===== src/rtl/vpu_stall_ctrl.sv =====
// Issue-stage stall controller for the vector unit: register busy scoreboard,
// per-unit outstanding-op counters and stall generation for hazards/barrier.
// Ports:
//   clk, rst (sync, active-high)
//   issue_valid/opcode/unit_sel, vd/vs1/vs2 + enables: decode request
//   done/done_wr/done_vd: per-unit completions (done_vd sliced per unit)
//   stall/issue_fire: handshake back to decode
//   vreg_busy, idle, stall_cnt, err_underflow: status
module vpu_stall_ctrl #(
  parameter int OPCODE_W = 7,
  parameter logic [OPCODE_W-1:0] BARRIER_OP = 7'b1111111,
  parameter int NUM_VREGS = 32,
  parameter int VREG_AW = 5,
  parameter int NUM_UNITS = 2,
  parameter int UNIT_W = 1,
  parameter int MAX_OUT = 4,
  parameter int CNT_W = 16
) (
  input  logic                         clk,
  input  logic                         rst,
  input  logic                         issue_valid,
  input  logic [OPCODE_W-1:0]          opcode,
  input  logic [UNIT_W-1:0]            unit_sel,
  input  logic [VREG_AW-1:0]           vd,
  input  logic [VREG_AW-1:0]           vs1,
  input  logic [VREG_AW-1:0]           vs2,
  input  logic                         vd_en,
  input  logic                         vs1_en,
  input  logic                         vs2_en,
  input  logic [NUM_UNITS-1:0]         done,
  input  logic [NUM_UNITS-1:0]         done_wr,
  input  logic [NUM_UNITS*VREG_AW-1:0] done_vd,
  output logic                         stall,
  output logic                         issue_fire,
  output logic [NUM_VREGS-1:0]         vreg_busy,
  output logic                         idle,
  output logic [CNT_W-1:0]             stall_cnt,
  output logic                         err_underflow
);

  localparam int OCW = $clog2(MAX_OUT) + 1;
  localparam int XREGS = 2 ** VREG_AW;

  logic [NUM_VREGS-1:0] busy_q, busy_d;
  logic [OCW-1:0]       cnt_q [NUM_UNITS];
  logic [OCW-1:0]       cnt_d [NUM_UNITS];
  logic [CNT_W-1:0]     scnt_q, scnt_d;
  logic                 err_q, err_d;

  // Index space padded to the full address range so that
  // out-of-range indices read as not busy and are never set.
  logic [XREGS-1:0] busy_ext;
  logic [XREGS-1:0] set_ext;
  logic [XREGS-1:0] clr_ext;

  logic is_bar;
  logic raw;
  logic waw;
  logic full;
  logic cnt_zero;
  logic uf;
  logic inc;

  always_comb begin
    busy_ext = '0;
    busy_ext[NUM_VREGS-1:0] = busy_q;
    is_bar = (opcode == BARRIER_OP);
    raw = (vs1_en & busy_ext[vs1]) |
          (vs2_en & busy_ext[vs2]);
    waw = vd_en & busy_ext[vd];
    full = 1'b0;
    cnt_zero = 1'b1;
    for (int u = 0; u < NUM_UNITS; u++) begin
      if (unit_sel == UNIT_W'(u) &&
          cnt_q[u] == OCW'(MAX_OUT))
        full = 1'b1;
      if (cnt_q[u] != '0)
        cnt_zero = 1'b0;
    end
    idle = (busy_q == '0) & cnt_zero;
    stall = issue_valid &
            (raw | waw |
             (~is_bar & full) |
             (is_bar & ~idle));
    issue_fire = issue_valid & ~stall;
  end

  always_comb begin
    set_ext = '0;
    if (issue_fire && !is_bar && vd_en)
      set_ext[vd] = 1'b1;
    clr_ext = '0;
    for (int u = 0; u < NUM_UNITS; u++) begin
      if (done[u] && done_wr[u])
        clr_ext[done_vd[u*VREG_AW +: VREG_AW]] = 1'b1;
    end
    // Set after clear: a same-cycle set of a register wins.
    busy_d = (busy_q & ~clr_ext[NUM_VREGS-1:0]) |
             set_ext[NUM_VREGS-1:0];

    uf = 1'b0;
    inc = 1'b0;
    for (int u = 0; u < NUM_UNITS; u++) begin
      inc = issue_fire & ~is_bar &
            (unit_sel == UNIT_W'(u));
      cnt_d[u] = cnt_q[u];
      if (done[u] && cnt_q[u] == '0)
        uf = 1'b1;
      if (inc && !done[u])
        cnt_d[u] = cnt_q[u] + OCW'(1);
      else if (!inc && done[u] && cnt_q[u] != '0)
        cnt_d[u] = cnt_q[u] - OCW'(1);
    end
    err_d = err_q | uf;

    scnt_d = scnt_q;
    if (stall && scnt_q != '1)
      scnt_d = scnt_q + CNT_W'(1);
  end

  always_ff @(posedge clk) begin
    if (rst) begin
      busy_q <= '0;
      scnt_q <= '0;
      err_q  <= 1'b0;
      for (int u = 0; u < NUM_UNITS; u++)
        cnt_q[u] <= '0;
    end else begin
      busy_q <= busy_d;
      scnt_q <= scnt_d;
      err_q  <= err_d;
      for (int u = 0; u < NUM_UNITS; u++)
        cnt_q[u] <= cnt_d[u];
    end
  end

  assign vreg_busy     = busy_q;
  assign stall_cnt     = scnt_q;
  assign err_underflow = err_q;

endmodule


===== config.mk =====
export PLATFORM = sky130hd
export DESIGN_NAME = vpu_stall_ctrl
export DESIGN_NICKNAME = d
export VERILOG_FILES = /design/src/rtl/vpu_stall_ctrl.sv
export SDC_FILE = /design/constraint.sdc
export NUM_CORES = 1
export LEC_CHECK = 0
export BUFFER_PORTS_ARGS = -buffer_cell sky130_fd_sc_hd__clkbuf_2
export CAP_MARGIN = 20
export CORE_AREA = 2 2 118 120
export CTS_CLUSTER_SIZE = 10
export DETAILED_ROUTE_END_ITERATION = 7
export DIE_AREA = 0 0 120 122
export PLACE_DENSITY = 0.59
export RECOVER_POWER = 25
export SYNTH_ARGS = -nofsm -noshare
export SYNTH_HDL_FRONTEND = slang
export SYNTH_SLANG_ARGS = --single-unit

===== constraint.sdc =====
create_clock -name clk -period 6.7 [get_ports clk]
set_clock_uncertainty 0.1 [all_clocks]
set_input_delay 1.34 -clock clk [delete_from_list [all_inputs] [get_ports clk]]
set_output_delay 1.34 -clock clk [all_outputs]
set_load 0.05 [all_outputs]

# Word level (Yosys, flattened, before mapping)
# Memory sizes are Yosys's and may differ from the RTL's.
# Index checks and enable logic that the tools add are counted.
dict set report totals {
  ramBits 6
  memories 1
  word_cells 105
  inputBits 43
  output_inout_bits 52
  reg_bits 49
}
dict set report classes {
  mux 30
  order_cmp 8
  n_addsub 5
  n_bitwise 26
  n_eq_ne 4
  reduce_logical 28
}
# name depth width read_ports rd_ports_with_merged_regs write_ports line_no
set memory_table {}
lappend memory_table {cnt_q 2 3 2 0 2 45} ;# logic [OCW-1:0] cnt_q [NUM_UNITS];
# cell n
set ops {}
lappend ops {{$mux 32} 3}
lappend ops {{$or 32x32->32} 2}
lappend ops {{$and 32x32->32} 1}
lappend ops {{$logic_not 32->1} 1}
lappend ops {{$not 32->32} 1}
lappend ops {{$lt 5x6->1 const B} 5}
lappend ops {{$logic_and 1x1->1} 18}
lappend ops {{$mux 3} 6}
lappend ops {{$add 16x1->16 const B} 1}
lappend ops {{$ne 16x16->1 const B} 1}
lappend ops {{$bmux 1 s5} 3}
lappend ops {{$demux 1 s5} 3}
lappend ops {{$ge 5x1->1 const B} 3}
lappend ops {{$mux 1} 15}
lappend ops {{$and 1x1->1} 11}
lappend ops {{$eq 7x7->1 const B} 1}
lappend ops {{$or 1x1->1} 7}
lappend ops {{$add 3x1->3 const B} 2}
lappend ops {{$eq 3x3->1 const B} 2}
lappend ops {{$logic_not 3->1} 2}
lappend ops {{$reduce_bool 3->1} 2}
lappend ops {{$sub 3x1->3 const B} 2}
lappend ops {{$logic_not 1->1} 5}
lappend ops {{$not 1->1} 4}

# Depth between registers and ports, before layout
dict set report depth {
  depth_word 18
  mapped_depth 12
  depth_no_buf 10
}

# Least setup slack after synthesis
# OpenSTA, ideal clock, no wires.
dict set report synth_timing {
  kind {input -> output}
  from {input vs2[1]}
  to {output stall}
  path_buffers 3
  required_time_ns 5.260
  path_stages 9
  setup_slack_ns 1.428
  arrival_ns 3.832
  cell_sequence {buf_2 -> mux4_2 -> mux4_2 -> and3_1 -> a31o_2 -> o41ai_2 -> buf_2 -> buf_2 -> inv_1}
}
dict set report synth_between {
  elab_chain_cells 8
}
# element line_no
set synth_lines {}
lappend synth_lines {{start, declared} 26} ;# input logic [VREG_AW-1:0] vs2,
lappend synth_lines {{$bmux 1 s5} 69} ;# (vs2_en & busy_ext[vs2]);
lappend synth_lines {{$mux 1 (implied by the code)} 69}
lappend synth_lines {{$and 1x1->1} 69}
lappend synth_lines {{$or 1x1->1} 68} ;# raw = (vs1_en & busy_ext[vs1]) |
lappend synth_lines {{$or 1x1->1 (2 in a row)} 82} ;# (raw | waw |
lappend synth_lines {{$or 1x1->1} 83} ;# (~is_bar & full) |
lappend synth_lines {{$and 1x1->1} 81} ;# stall = issue_valid &
lappend synth_lines {{end, declared} 33} ;# output logic stall,
# No other way between the ends. The select of a mux whose other input is x is not followed.

# Final worst setup path
dict set report layout_timing {
  from {input vs1[1]}
  to {output stall}
}
dict set report layout_between {
  elab_chain_cells 8
}
# element line_no
set layout_lines {}
lappend layout_lines {{start, declared} 25} ;# input logic [VREG_AW-1:0] vs1,
lappend layout_lines {{$bmux 1 s5} 68}
lappend layout_lines {{$mux 1 (implied by the code)} 68}
lappend layout_lines {{$and 1x1->1} 68}
lappend layout_lines {{$or 1x1->1} 68}
lappend layout_lines {{$or 1x1->1 (2 in a row)} 82}
lappend layout_lines {{$or 1x1->1} 83}
lappend layout_lines {{$and 1x1->1} 81}
# No other way between the ends. The select of a mux whose other input is x is not followed.

==> results.cfg <==
[cts]
clock_latency_ns = 0.31
clk_path_buf_depth = 2
tritoncts = yes
clk_pin_slew_ns = 0.07
clockRootBuffer = clkbuf_16
cts.sinks = 55
post-cts-setup-buffer-count = 0
ctsHoldBuffers = 0
htree_num_levels = 2
cts_buffers = 5
ctsResizeCount = 0

[synth]
syn_area_sq_mm = 0.00396
syn-num-nets = 476
ys_warn_count = 0
synth_seq_cells = 55
synth.top_cell.area_share_pct = 27.8
syn_inst = 430
synth_largest_area_cell = dfxtp_1
ys_types = 54
ys.flop_type = dfxtp_1
synthArstFlopShare_pct = 0
synth_edf_count = 0
ys_top_cells_by_area = dfxtp_1, mux4_2, o31ai_1
syn_area_per_cell_sq_um = 9.22
ys_seq_area_share_pct = 27.8

[timing]
rsz0062_at_grt = false
relSlewSlack_pct = -4.02
setup_viol = 0
hold_violations = 0
setup_ws_ns = 1.31
finalCritPeriodShare_pct = 80.5
slew_viol_final = 33
fmax_mhz = 185
min_period_ns = 5.39
setup_tns_ns = 0
worstMarginPinSlew_ns = 1.56

[placement]
gp_congestion = 0.859
placed_area_sq_mm = 0.00452
dp_worst_setup_slack_ns = 1.30
portBuffers = 94
place_hpwl_um = 10000

[grt]
grt_pass1_vias = 3860
grtUsageTotal_pct = 18.5
antenna_found_initial = 0
grt_max_degree = 35
grt_first_pass_wirelength_um = 21300
overflow = 0

[run_status]
outcome = complete, but fails checks
violations = max-capacitance violations, max-slew violations

[power_and_ir_drop]
power_frac_seq_pct = 41.2
p_switching_uw = 311
powerDensity_mw_per_mm2 = 190
p_sw_share_pct = 35.1
clkPwrFrac_pct = 30.2
p_int_uw = 576
p_leak_uw = 0.00167
share_comb_of_total_power_pct = 28.7
worst_ir_drop_vdd_mv = 0.0917

[worst_setup_path]
setup.worst_path.end = stall
path_class = input port to output port
worstRegToRegCells = 10
crit_fanout = 30
cp-startpoint = vs1[1]
end_kind = output port
path_cells = clkbuf_2 -> mux4_1 -> mux4_2 -> and3b_1 -> a31o_4 -> o41ai_4 -> buf_4 -> inv_1 -> clkbuf_2
cpPeakStageDelay_ns = 0.56
slowest_stage = mux4_1
cp.required_ns = 5.26
r2r_start = vreg_busy[11]
r2r_setup_slack_ns = 2.74
arrival_ns = 3.95
start_kind = input port
path_common_cell = clkbuf_2
r2r-end = cnt_q[0][5]

[floorplanning]
start_util_pct = 29.3
die-area_sq_mm = 0.0146
die_h_um = 122
ios = 95
die_w_um = 120
rows = 43
core-area_sq_mm = 0.0135

[finish]
diodes = 0
drive_gt1_share_pct = 22.3
postLayoutCellArea_sq_mm = 0.00466
nets = 551
area_growth_syn_to_layout_pct = 17.7

[detailed_routing]
wl_per_cell_um = 19.6
drt_first_pass_iters = 6
drt_wl_total_um = 13500
via_per_inst = 5.98
drc = 0
vias = 4105
ant_nets = 0
drt_iter0_drc = 389

[worst_hold_path]
hold_class = flip-flop to flip-flop
holdPathStages = 2

[job]
maxCapViolCount = 1
## layer usage
layer / share of wire [%] / wire length, um / vias to the layer above / global-route usage (%)
met4: 1.7 / 232 / 0 / 7.28
li1: - / - / 1881 / -
met1: 42 / 5710 / 1968 / 24.9
met5: 0 / 0 / - / 0
met2: 46 / 6190 / 237 / 29.1
met3: 9.8 / 1320 / 19 / 4.12
## area by class of cell
type / count / area (sq um)
Fill cell: 1428 / 8840
Multi-Input combinational cell: 340 / 2690
Sequential cell: 55 / 1100
Timing Repair Buffer: 96 / 473
Tap cell: 180 / 225
Clock buffer: 6 / 129
Inverter: 7 / 26.3
Clock inverter: 2 / 16.3
## critical path, delay by kind of cell
family          cells  cell delay, ns
mux                 2            1.03
simple gates        1            0.20
buf+inv             4            0.83
compound gates      2            0.55
## power groups by stage
stage / combinational [uW] / clock (uW) / sequential (uW)
2_1_floorplan: 175 / 0 / 378
3_3_place_gp: 237 / 0 / 372
3_5_place_dp: 244 / 0 / 372
4_1_cts: 246 / 272 / 365
5_1_grt: 276 / 287 / 369
6_report: 254 / 268 / 365
## through the flow
stage	cells	util, %	hold slack (ns)	power, uW
after floorplan	430	-	0.447	553
after global placement	677	33.5	0.382	609
after detailed placement	677	33.5	0.394	616
after CTS	685	34.6	0.405	883
after global routing	686	34.5	0.437	932
final	686	34.5	0.410	887
## cell usage after synthesis, types with 11 or more instances
cell type	instances
mux4_2	18
clkbuf_1	18
nand2_1	25
nor2_1	21
a21oi_1	12
a22oi_1	34
mux2i_1	11
o31ai_1	38
nor3_1	14
dfxtp_1	55
nand3_1	43
nor2b_1	11
## sequential cells by signal, indices dropped and copies added (netlist names)
signal         count
vreg_busy         32
stall_cnt         16
cnt_q              6
err_underflow      1
## worst min path at each step
| stage | start | to | slack (ns) |
|---|---|---|---|
| final | stall_cnt[9] | stall_cnt[9] | 0.41 |
| after global routing | stall_cnt[9] | stall_cnt[9] | 0.44 |
| after CTS | stall_cnt[9] | stall_cnt[9] | 0.40 |
| after detailed placement | stall_cnt[9] | stall_cnt[9] | 0.39 |
| after global placement | stall_cnt[9] | stall_cnt[9] | 0.38 |
| after floorplan | cnt_q[0][4] | cnt_q[0][4] | 0.45 |
## cell families (layout without fill, tap and decap cells)
logic type	count (synthesis)	in the layout	synth area share, %
flip-flops	55	55	27.8
AO/OA/AOI/OAI	107	107	19.5
adder cells (fa/ha/maj)	3	3	1.33
buffers and inverters	35	111	4.55
XOR/XNOR	1	1	0.221
AND/OR/NAND/NOR	185	185	26.2
multiplexers	44	44	20.4
## layout by cell type, fill, tap and decap left out, types with 3 or more instances in the layout
master,n
a22oi_1,34
clkbuf_16,5
clkbuf_1,27
nand3_1,43
o31ai_1,38
nor3b_1,10
nand4_1,8
or2_2,3
and2_1,3
mux4_1,8
a31oi_1,5
mux4_2,18
nor2b_1,11
mux2i_1,11
or3_1,6
and3b_1,5
a21oi_1,12
nand2b_1,3
inv_1,6
or4_1,6
nor4_1,9
dfxtp_1,55
and4_1,3
o21ai_0,8
nand3b_1,3
nor3_1,14
clkbuf_2,68
nand2_1,25
mux2_2,6
nor2_1,21
and3_1,4
Note: power is estimated with default switching activity, not from simulation.
